$ cat src/rtl/ticket_pkg.sv
// ticket_pkg
//   Shared definitions for the ticket dispense arbiter:
//   - one-hot FSM state encoding
//   - default lane count, watchdog length and fault counter width
//   - helper that derives the lane index width from the lane count
package ticket_pkg;

  localparam int NUM_LANES_DEF = 4;
  localparam int TIMEOUT_DEF   = 16;
  localparam int FCNT_W_DEF    = 8;

  typedef enum logic [4:0] {
    ST_IDLE  = 5'b00001,
    ST_START = 5'b00010,
    ST_WAIT  = 5'b00100,
    ST_DONE  = 5'b01000,
    ST_FAIL  = 5'b10000
  } state_t;

  // Width of a lane index; never below 1 so a select vector always exists.
  function automatic int lane_idx_w(input int n);
    return (n > 1) ? $clog2(n) : 1;
  endfunction

endpackage

$ cat src/rtl/rr_lane_picker.sv
// rr_lane_picker
//   Combinational round-robin selector. Scans lanes starting just after
//   the last served lane and wrapping around, returning the first lane
//   with an active request.
//   Ports:
//     i_req   [NUM_LANES-1:0]  per-lane request levels
//     i_last  [SEL_W-1:0]      index of the lane served most recently
//     o_valid                  at least one request is pending
//     o_sel   [SEL_W-1:0]      chosen lane (0 when o_valid is low)
module rr_lane_picker
  import ticket_pkg::*;
#(
  parameter int NUM_LANES = NUM_LANES_DEF,
  parameter int SEL_W     = lane_idx_w(NUM_LANES_DEF)
) (
  input  logic [NUM_LANES-1:0] i_req,
  input  logic [SEL_W-1:0]     i_last,
  output logic                 o_valid,
  output logic [SEL_W-1:0]     o_sel
);

  logic [SEL_W-1:0] w_lane;

  // Walk from the farthest candidate (Last itself) back to the nearest
  // (Last+1); the last hit written is therefore the highest-priority one.
  always_comb begin
    o_valid = 1'b0;
    o_sel   = '0;
    w_lane  = '0;
    for (int i = NUM_LANES; i >= 1; i--) begin
      w_lane = SEL_W'((int'(i_last) + i) % NUM_LANES);
      if (i_req[w_lane]) begin
        o_valid = 1'b1;
        o_sel   = w_lane;
      end
    end
  end

endmodule

$ cat src/rtl/ticket_dispense_arbiter.sv
// ticket_dispense_arbiter
//   Shares one ticket printer among NUM_LANES vending front-ends. A lane
//   is picked round-robin, the printer is started with a one-cycle pulse
//   and watched for done/fault with a watchdog, and the lane receives a
//   one-cycle Ack (ticket issued) or Refund (printer failed).
//   Ports:
//     i_clock          system clock, rising edge
//     i_clear          asynchronous active-high reset
//     i_req            per-lane dispense request (level)
//     o_grant          one-hot owner of the printer
//     o_ack            one-cycle ticket-issued pulse to the owner
//     o_refund         one-cycle printer-failed pulse to the owner
//     o_print_start    one-cycle printer start pulse
//     i_print_done     printer completion pulse
//     i_print_fault    printer error pulse
//     o_busy           high whenever the FSM is not idle
//     o_fault_cnt      saturating count of failed transactions
module ticket_dispense_arbiter
  import ticket_pkg::*;
#(
  parameter int NUM_LANES = NUM_LANES_DEF,
  parameter int TIMEOUT   = TIMEOUT_DEF,
  parameter int FCNT_W    = FCNT_W_DEF
) (
  input  logic                 i_clock,
  input  logic                 i_clear,
  input  logic [NUM_LANES-1:0] i_req,
  output logic [NUM_LANES-1:0] o_grant,
  output logic [NUM_LANES-1:0] o_ack,
  output logic [NUM_LANES-1:0] o_refund,
  output logic                 o_print_start,
  input  logic                 i_print_done,
  input  logic                 i_print_fault,
  output logic                 o_busy,
  output logic [FCNT_W-1:0]    o_fault_cnt
);

  localparam int SEL_W = lane_idx_w(NUM_LANES);
  localparam int TMR_W = 8;

  state_t               r_state;
  logic [SEL_W-1:0]     r_sel;
  logic [SEL_W-1:0]     r_last;
  logic [TMR_W-1:0]     r_timer;
  logic [FCNT_W-1:0]    r_fault_cnt;
  logic [NUM_LANES-1:0] r_grant;
  logic [NUM_LANES-1:0] r_ack;
  logic [NUM_LANES-1:0] r_refund;
  logic                 r_print_start;
  logic                 r_busy;

  logic                 w_valid;
  logic [SEL_W-1:0]     w_sel;
  logic [NUM_LANES-1:0] w_pick_onehot;

  rr_lane_picker #(
    .NUM_LANES (NUM_LANES),
    .SEL_W     (SEL_W)
  ) u_picker (
    .i_req   (i_req),
    .i_last  (r_last),
    .o_valid (w_valid),
    .o_sel   (w_sel)
  );

  assign w_pick_onehot = NUM_LANES'(1) << w_sel;

  // Outputs are registered together with the state they belong to, so
  // they are a pure function of the registered state and selected lane.
  always_ff @(posedge i_clock or posedge i_clear) begin
    if (i_clear) begin
      r_state       <= ST_IDLE;
      r_sel         <= '0;
      r_last        <= SEL_W'(NUM_LANES - 1);
      r_timer       <= '0;
      r_fault_cnt   <= '0;
      r_grant       <= '0;
      r_ack         <= '0;
      r_refund      <= '0;
      r_print_start <= 1'b0;
      r_busy        <= 1'b0;
    end else begin
      r_print_start <= 1'b0;
      r_ack         <= '0;
      r_refund      <= '0;
      case (r_state)
        ST_IDLE: begin
          if (w_valid) begin
            r_state       <= ST_START;
            r_sel         <= w_sel;
            r_grant       <= w_pick_onehot;
            r_print_start <= 1'b1;
            r_busy        <= 1'b1;
          end
        end
        ST_START: begin
          r_timer <= '0;
          r_state <= ST_WAIT;
        end
        ST_WAIT: begin
          // Done takes precedence over a simultaneous fault.
          if (i_print_done) begin
            r_state <= ST_DONE;
            r_ack   <= r_grant;
          end else if (i_print_fault || (r_timer == TMR_W'(TIMEOUT - 1))) begin
            r_state  <= ST_FAIL;
            r_refund <= r_grant;
          end else begin
            r_timer <= r_timer + TMR_W'(1);
          end
        end
        ST_DONE: begin
          r_last  <= r_sel;
          r_grant <= '0;
          r_busy  <= 1'b0;
          r_state <= ST_IDLE;
        end
        ST_FAIL: begin
          if (r_fault_cnt != '1) begin
            r_fault_cnt <= r_fault_cnt + FCNT_W'(1);
          end
          r_last  <= r_sel;
          r_grant <= '0;
          r_busy  <= 1'b0;
          r_state <= ST_IDLE;
        end
        default: begin
          r_grant <= '0;
          r_busy  <= 1'b0;
          r_state <= ST_IDLE;
        end
      endcase
    end
  end

  assign o_grant       = r_grant;
  assign o_ack         = r_ack;
  assign o_refund      = r_refund;
  assign o_print_start = r_print_start;
  assign o_busy        = r_busy;
  assign o_fault_cnt   = r_fault_cnt;

endmodule

$ cat config.mk
export PLATFORM = sky130hd
export DESIGN_NAME = ticket_dispense_arbiter
export DESIGN_NICKNAME = d
export VERILOG_FILES = /design/src/rtl/ticket_pkg.sv /design/src/rtl/rr_lane_picker.sv /design/src/rtl/ticket_dispense_arbiter.sv
export SDC_FILE = /design/constraint.sdc
export NUM_CORES = 1
export LEC_CHECK = 0
export ABC_AREA = 1
export CELL_PAD_IN_SITES_DETAIL_PLACEMENT = 0
export CELL_PAD_IN_SITES_GLOBAL_PLACEMENT = 1
export CORE_AREA = 2 2 78 80
export DETAILED_ROUTE_END_ITERATION = 16
export DIE_AREA = 0 0 80 82
export GPL_TIMING_DRIVEN = 0
export PLACE_DENSITY = 0.79
export SLEW_MARGIN = 20
export SYNTH_ARGS = -nofsm -noshare
export SYNTH_HDL_FRONTEND = slang
export SYNTH_SLANG_ARGS = --single-unit
$ cat constraint.sdc
create_clock -name i_clock -period 1.7 [get_ports i_clock]
set_clock_uncertainty 0.15 [all_clocks]
set_input_delay 0.34 -clock i_clock [delete_from_list [all_inputs] [get_ports i_clock]]
set_output_delay 0.34 -clock i_clock [all_outputs]
set_load 0.02 [all_outputs]
==> PnR_summary.wiki, run 1 <==
{| class="wikitable"
! Metric !! Value
|-
| Data arrival at the endpoint of the critical path || 1.72 ns
|-
| Commonest non-fill, non-tap cells in the layout || sky130_fd_sc_hd__nand2_1 (61), sky130_fd_sc_hd__dfrtp_1 (35), sky130_fd_sc_hd__inv_1 (32)
|-
| Cell-by-cell trace of the critical path || inv_4 > nand2_1 > nand2_2 > nand2_1 > nand2_2 > nor2_4 > nand2_2 > nand2_4 > buf_4 > nand2_1
|-
| Top Ports || 30
|-
| Largest net degree at the start of global routing || 31
|-
| Clk_lat worst skew || 0.29 ns
|-
| Htree depth || 2
|-
| Worst-path clk slew || 0.08 ns
|-
| Req. time, crit path || 1.74 ns
|-
| #FFs+latches synth || 39
|-
| DRC || 0
|-
| Clock tree from TritonCTS || done
|-
| Via-per-instance ratio || 4.45
|-
| Number of synthesis warnings || 0
|-
| WL per Instance || 11.1 um
|-
| Place WS || -0.192 ns
|-
| Type of the worst setup path || reg -> reg
|-
| Die extent in y || 82 um
|-
| Starting density of the core || 35.0%
|-
| Share of final-layout standard cells stronger than drive strength 1 || 26.2%
|-
| Sequential element share of the synthesized area || 48.8%
|-
| Number of standard-cell rows in the floorplan || 28
|-
| Antenna violations before repair || 0
|-
| Worst Setup End Kind || flip-flop
|-
| Number of antenna-violating nets in the routed design || 0
|-
| Result of the run || complete, no violations
|-
| Hold Violations, Final || 0
|-
| Worst Path Max Fanout || 7
|-
| Worst slew margin relative to its limit || 74.3%
|-
| Static leakage || 1.42 nW
|-
| Type of the tightest min-delay check || in -> async
|-
| Fin. max-slew vios || 0
|-
| Max rail drop VDD || 0.000737 V
|-
| MaxCap Viol Count || 0
|-
| Width of the die || 80 um
|-
| Setup TNS || 0 ns
|-
| Net count of the mapped netlist || 252
|-
| Vias || 1,642
|-
| Slack of the critical path || 0.0173 ns
|-
| Routability congestion estimate || 0.779
|-
| Number of distinct library cell variants in the gate-level netlist after synthesis || 26
|-
| # clock sinks || 39
|-
| Overflow left after global routing || 0
|-
| Delay of the slowest critical-path stage || 0.62 ns
|-
| Areal power density over the cells || 1360 mW/mm2
|-
| Number of DRC violations after detailed-routing iteration 0 || 35
|-
| Quantity of I/O buffers inserted on ports || 29
|-
| Cell chosen for the clock root || sky130_fd_sc_hd__clkbuf_8
|-
| Total length of routed wires || 4.11 mm
|-
| Max stage delay cell, worst path || sky130_fd_sc_hd__dfstp_2
|-
| Placeable core area || 0.00575 mm2
|-
| Area overhead of the layout relative to synthesis || 33.4%
|-
| Most common library cell in the layout ignoring fill and taps || sky130_fd_sc_hd__nand2_1
|-
| Slew @ Worst Pin || 0.381 ns
|-
| Inserted Clock Buffers || 5
|-
| Post-Syn Area || 0.00201 mm2
|-
| Gate count of the mapped netlist || 242
|-
| Total half-perimeter wirelength after legalization and detailed placement || 2.89 mm
|-
| Setup repair after global routing missed its margin || yes
|-
| Count of nets after finishing || 303
|-
| Die area || 0.00656 mm2
|-
| Final number of setup-violating endpoints || 0
|-
| First-pass GRT wire length || 6.69 mm
|-
| F_max || 0.594 GHz
|-
| Clock period minus worst slack || 1.68 ns
|-
| Final clock period utilization by the worst path || 99.0%
|-
| Number of global-route vias before repair || 1,523
|-
| Antenna cells || 0
|-
| Gr usage total || 13.3%
|-
| Mean post-synth cell area || 8.30 um2
|-
| Total iterations of the first detailed-routing run || 4
|-
| Hold_buf cts || 0
|-
| Kind of start point of the critical path || flip-flop
|-
| Post-route core utilization || 46.6%
|-
| Deepest clock path buffer count || 2
|}
## where the power goes
| part | leakage (nW) | internal (mW) | total (mW) | switching (mW) |
|---|---|---|---|---|
| sequential | 0.521 | 1.12 | 1.27 | 0.148 |
| clock | 0.0581 | 0.437 | 0.778 | 0.341 |
| combinational | 0.845 | 0.617 | 1.58 | 0.966 |
## metrics by stage
| step | total power, mW | std cells | instance area, um2 | hold slack, ns |
|---|---|---|---|---|
| finish | 3.63 | 369 | 2680 | 0.131 |
| detailed placement | 2.73 | 347 | 2410 | 0.332 |
| CTS | 3.51 | 358 | 2540 | 0.142 |
| global route | 3.93 | 369 | 2680 | 0.139 |
| global placement | 2.71 | 346 | 2390 | 0.309 |
| floorplan | 2.35 | 242 | 2010 | 0.299 |
## layer usage
layer	vias up	part of all wire, %	track usage, %
li1	848	-	-
met2	25	49	21.9
met4	0	1.3	4.58
met1	763	45	16.5
met3	6	4.6	4.07
met5	-	0	0
## kinds of logic after synthesis
| logic type | share of synthesized area (%) |
|---|---|
| buffers and inverters | 8.16 |
| xor gates and xnor gates | 5.23 |
| DFF | 48.8 |
| adders and majority gates | 1.25 |
| and+or+nand+nor | 34.2 |
| AOI/OAI and AO/OA | 2.37 |
## worst paths after layout
| check | start | to | depth (start not counted) | slack, ns |
|---|---|---|---|---|
| worst max-delay path | r_last[0] | o_busy | 10 | 0.02 |
| max in group asynchronous | i_clear | r_last[0] | 3 | 0.77 |
| min in group i_clock | o_busy | o_busy | 2 | 0.34 |
| worst max register to register | r_last[0] | o_busy | 10 | 0.02 |
| worst min-delay path | i_clear | r_timer[2] | 2 | 0.13 |
| worst min register to register | o_busy | o_busy | 2 | 0.34 |
## timing repair
| item | in CTS | in global routing |
|---|---|---|
| hold endpoints to repair | 0 | 0 |
| gates resized for setup | 28 | 20 |
| cloned | 0 | 1 |
| buffers inserted | 3 | 10 |
| pin swaps | 4 | 5 |
| endpoints found under the setup margin | 38 | 18 |
## cells in the mapped netlist
library cell	instances	share of area, %
sky130_fd_sc_hd__xor2_1	8	3.5
sky130_fd_sc_hd__nor2_1	16	3.0
sky130_fd_sc_hd__nand4_4	1	1.1
sky130_fd_sc_hd__and2_4	1	0.44
sky130_fd_sc_hd__inv_1	34	6.4
sky130_fd_sc_hd__ha_1	2	1.2
sky130_fd_sc_hd__nor3_1	5	1.2
sky130_fd_sc_hd__nor2_4	2	1.1
sky130_fd_sc_hd__nand3_2	2	1.0
sky130_fd_sc_hd__dfrtp_1	36	45
sky130_fd_sc_hd__dfstp_2	3	3.9
sky130_fd_sc_hd__o31ai_1	1	0.37
sky130_fd_sc_hd__inv_2	5	0.93
sky130_fd_sc_hd__nand2_2	12	3.7
sky130_fd_sc_hd__xnor2_1	4	1.7
sky130_fd_sc_hd__nor4_4	1	1.1
sky130_fd_sc_hd__nand3_1	19	4.7
sky130_fd_sc_hd__buf_6	1	0.56
sky130_fd_sc_hd__o21ai_0	4	1.0
sky130_fd_sc_hd__inv_4	1	0.31
sky130_fd_sc_hd__nand4_1	5	1.6
sky130_fd_sc_hd__nor2_2	3	0.93
sky130_fd_sc_hd__o21ai_1	4	1.0
sky130_fd_sc_hd__nand2_4	2	1.1
sky130_fd_sc_hd__or2_2	1	0.31
sky130_fd_sc_hd__nand2_1	69	13
## state kept, by name, summed over array words and instances, names as in the netlist
signal	flops
o_busy	1
o_ack	4
o_print_start	1
o_fault_cnt	8
r_timer	8
o_refund	4
r_state	5
r_sel	2
o_grant	4
r_last	2
## critical path, delay by kind of cell, from the launching register on
kind	cells	cell delay [ns]
DFF	1	0.62
and+or+nand+nor	8	0.61
buffers and inverters	2	0.19
## layout make-up
type	instances	area, um2
inverters	40	160
plain buffers	1	11.3
flip-flops and latches	39	981
clock inverters	3	43.8
well taps	75	93.8
repair buffers	44	385
multi-input cells	162	935
fillers	590	3070
clock buffers	5	68.8
Power figures use the tool's default switching activity.
==> inputs of run 2 (changes only) <==
CAP_MARGIN = 20   (was default)
==> results of run 2 <==
Same layout as run 1: the final DEF is identical, and so are final timing and power.
==> inputs of run 3 (changes only) <==
CORE_AREA = 4 4 79 81   (was 2 2 78 80)
DIE_AREA = 0 0 83 85   (was 0 0 80 82)
PLACE_DENSITY = 0.81   (was 0.79)
SYNTH_HIERARCHICAL = 1   (was default)
clock period = 1.83 ns   (was 1.7 ns; I/O delays follow)
==> run 3 against run 2 <==
Compared with the run above: the run now ends with negative setup slack left; hold slack better by 0.11 ns; global-route usage down 0.50 points; combinational power down 3%; sequential power down 7%; via count up 7.7%; setup slack worse by 0.063 ns; register-to-register slack worse by 0.06 ns; clock power down 6.7%; flip-flop and latch count unchanged; final cell count up 5.4%; sequential share of layout area down 1.1 points; synthesized cell count up 12%; critical path type unchanged; highest routed layer unchanged.
==> PnR_summary.wiki, run 3 <==
{| class="wikitable"
! Metric !! Value
|-
| Synth area leader || sky130_fd_sc_hd__dfrtp_1
|-
| Cell with the most instances after synthesis || sky130_fd_sc_hd__nand2_1
|-
| Met2 wire len || 2.05 mm
|-
| Total half-perimeter wirelength after legalization and detailed placement || 3.17 mm
|-
| Cell types with the largest area share after synthesis || sky130_fd_sc_hd__dfrtp_1 (43%), sky130_fd_sc_hd__nand2_1 (15%), sky130_fd_sc_hd__inv_1 (6.1%), sky130_fd_sc_hd__nand3_1 (5.5%), sky130_fd_sc_hd__nor2_1 (4.7%)
|-
| # clock sinks || 39
|-
| Clock tree from TritonCTS || done
|-
| Post-Place Cell Area || 0.00250 mm2
|-
| Die area || 0.00706 mm2
|-
| Final number of setup-violating endpoints || 6
|-
| Gr usage total || 12.8%
|-
| Worst slew margin relative to its limit || 73.1%
|-
| Final instance area || 0.00276 mm2
|-
| Starting density of the core || 38.2%
|-
| Number of antenna-violating nets in the routed design || 0
|-
| Count of nets after finishing || 326
|-
| Number of synthesis warnings || 6
|-
| Largest delay share family, worst path || simple AND/OR/NAND/NOR gates
|-
| Mean post-synth cell area || 7.71 um2
|-
| F_max || 0.533 GHz
|-
| Slew @ Worst Pin || 0.403 ns
|-
| Vias || 1,768
|-
| Setup TNS || -0.232 ns
|-
| Post-Syn Area || 0.00209 mm2
|-
| First-pass GRT wire length || 7.40 mm
|-
| Fraction of power spent switching nets || 39.4%
|-
| Total length of routed wires || 4.41 mm
|-
| Data arrival at the endpoint of the critical path || 1.94 ns
|-
| Placeable core area || 0.00547 mm2
|-
| Htree depth || 2
|-
| Comb power frac || 44.8%
|-
| Routed metal-1 wirelength || 2.11 mm
|-
| Cell types with the highest counts after synthesis || sky130_fd_sc_hd__nand2_1 (84), sky130_fd_sc_hd__dfrtp_1 (36), sky130_fd_sc_hd__inv_1 (34)
|-
| Final clock period utilization by the worst path || 102%
|-
| Share of final-layout standard cells stronger than drive strength 1 || 21.8%
|-
| Number of global-route vias before repair || 1,627
|-
| Post-route core utilization || 50.3%
|-
| Setup repair after global routing missed its margin || yes
|-
| Die extent in y || 85 um
|-
| Place WS || -0.327 ns
|-
| Routability congestion estimate || 0.816
|-
| Post-route non-filler standard cell count || 389
|-
| Inserted Clock Buffers || 5
|-
| Commonest non-fill, non-tap cells in the layout || sky130_fd_sc_hd__nand2_1 (78), sky130_fd_sc_hd__dfrtp_1 (36), sky130_fd_sc_hd__inv_1 (31)
|-
| Worst Setup End Kind || flip-flop
|-
| Clock period minus worst slack || 1.88 ns
|-
| Type of the worst setup path || reg -> reg
|-
| Antenna violations before repair || 0
|-
| Highest metal used || met4
|-
| Failing checks || negative setup slack
|-
| Hold_buf cts || 0
|-
| Largest net degree at the start of global routing || 24
|-
| Area overhead of the layout relative to synthesis || 31.9%
|-
| Clock network fraction of design power || 21.0%
|-
| Clk_lat worst skew || 0.29 ns
|-
| Overflow left after global routing || 0
|-
| Number of distinct library cell variants in the gate-level netlist after synthesis || 29
|-
| Antenna cells || 0
|-
| Worst-case hold slack || 0.238 ns
|-
| Number of buffers and inverters on the critical path || 3
|-
| Kind of start point of the critical path || flip-flop
|-
| DRC || 0
|-
| Most common library cell in the layout ignoring fill and taps || sky130_fd_sc_hd__nand2_1
|-
| Detail Route met3 WL || 160 um
|-
| Req. time, crit path || 1.89 ns
|-
| MaxCap Viol Count || 0
|-
| Proportion of register bits with asynchronous set or reset after synthesis || 100%
|-
| Portion of total power attributed to sequential cells || 34.2%
|-
| Max rail drop VDD || 0.000753 V
|-
| Fin. max-slew vios || 0
|-
| Psw || 1.36 mW
|-
| Cell chosen for the clock root || sky130_fd_sc_hd__clkbuf_8
|-
| Result of the run || complete, but fails checks
|-
| Static leakage || 1.46 nW
|-
| Total iterations of the first detailed-routing run || 6
|-
| Number of flops mapped to enable cells by yosys || 0
|-
| Fraction of synthesized cell area taken by the top area cell type || 43.1%
|-
| Net count of the mapped netlist || 281
|-
| Internal power of the cells || 2.09 mW
|-
| Number of DRC violations after detailed-routing iteration 0 || 97
|-
| Type of the tightest min-delay check || in -> async
|-
| WL per Instance || 11.3 um
|-
| Deepest clock path buffer count || 2
|-
| Hold Violations, Final || 0
|-
| Slack of the critical path || -0.0454 ns
|-
| Primary FF master, synth || sky130_fd_sc_hd__dfrtp_1
|-
| #FFs+latches synth || 39
|-
| Gate count of the mapped netlist || 271
|-
| Areal power density over the cells || 1250 mW/mm2
|-
| Max stage delay cell, worst path || sky130_fd_sc_hd__dfstp_2
|-
| Via-per-instance ratio || 4.54
|-
| Worst Path Max Fanout || 6
|-
| Power Total || 3.45 mW
|-
| Worst-path clk slew || 0.07 ns
|-
| Sequential element share of the synthesized area || 46.9%
|-
| Quantity of I/O buffers inserted on ports || 29
|-
| Top Ports || 30
|-
| Placed Instances || 373
|-
| Delay of the slowest critical-path stage || 0.56 ns
|-
| Cell-by-cell trace of the critical path || buf_6 > buf_4 > o21ai_4 > nor2_2 > nand2_2 > inv_2 > nand4_1 > nand3_2 > nand2_1 > o21ai_1
|-
| Number of standard-cell rows in the floorplan || 27
|-
| Width of the die || 83 um
|}
## run 3: logic make-up (layout without fill, tap and decap cells)
logic type	count (synthesis)	in the layout	share of synthesized area [%]
AO/OA/AOI/OAI	16	16	4.37
XOR/XNOR	4	4	1.68
adder cells (fa/ha/maj)	2	2	1.20
buffers and inverters	41	87	8.21
flip-flops	39	39	46.9
AND/OR/NAND/NOR	169	169	37.6
## run 3: power by group through the flow
stage	clock network (mW)	registers, mW	logic (mW)
after global placement	0	1.18	1.25
after floorplan	0	1.24	0.858
after CTS	0.750	1.17	1.38
after detailed placement	0	1.18	1.27
after global routing	0.803	1.19	1.70
final	0.726	1.18	1.54
## run 3: worst paths after layout
check,start,endpoint,slack [ns],depth (start not counted)
min in group i_clock,r_sel[0],r_last[0],0.36,2
worst max-delay path,r_last[0],o_grant[3],-0.05,10
worst max register to register,r_last[0],o_grant[3],-0.05,10
worst min register to register,r_sel[0],r_last[0],0.36,2
max in group asynchronous,i_clear,r_sel[1],0.86,3
worst min-delay path,i_clear,r_state[2],0.24,2
## run 3: repair_timing
item / 4_1_cts / 5_1_grt
setup endpoints to repair: 15 / 11
gates cloned: 1 / 0
pin swaps: 6 / 18
resized for setup: 22 / 19
setup buffers: 5 / 2
## run 3: routing by layer
metal  track usage, %  vias up
met3             2.52        8
li1                 -      936
met2             19.9       35
met4             5.35        0
met5                0        -
met1             17.4      789
## run 3: cell type report
type,instances,area (um2)
Clock buffer,6,82.6
Inverter,38,150
Sequential cell,39,980
Timing Repair Buffer,38,380
Clock inverter,2,35.0
Buffer,3,23.8
Tap cell,72,90.1
Fill cell,553,2720
Multi-Input combinational cell,191,1010
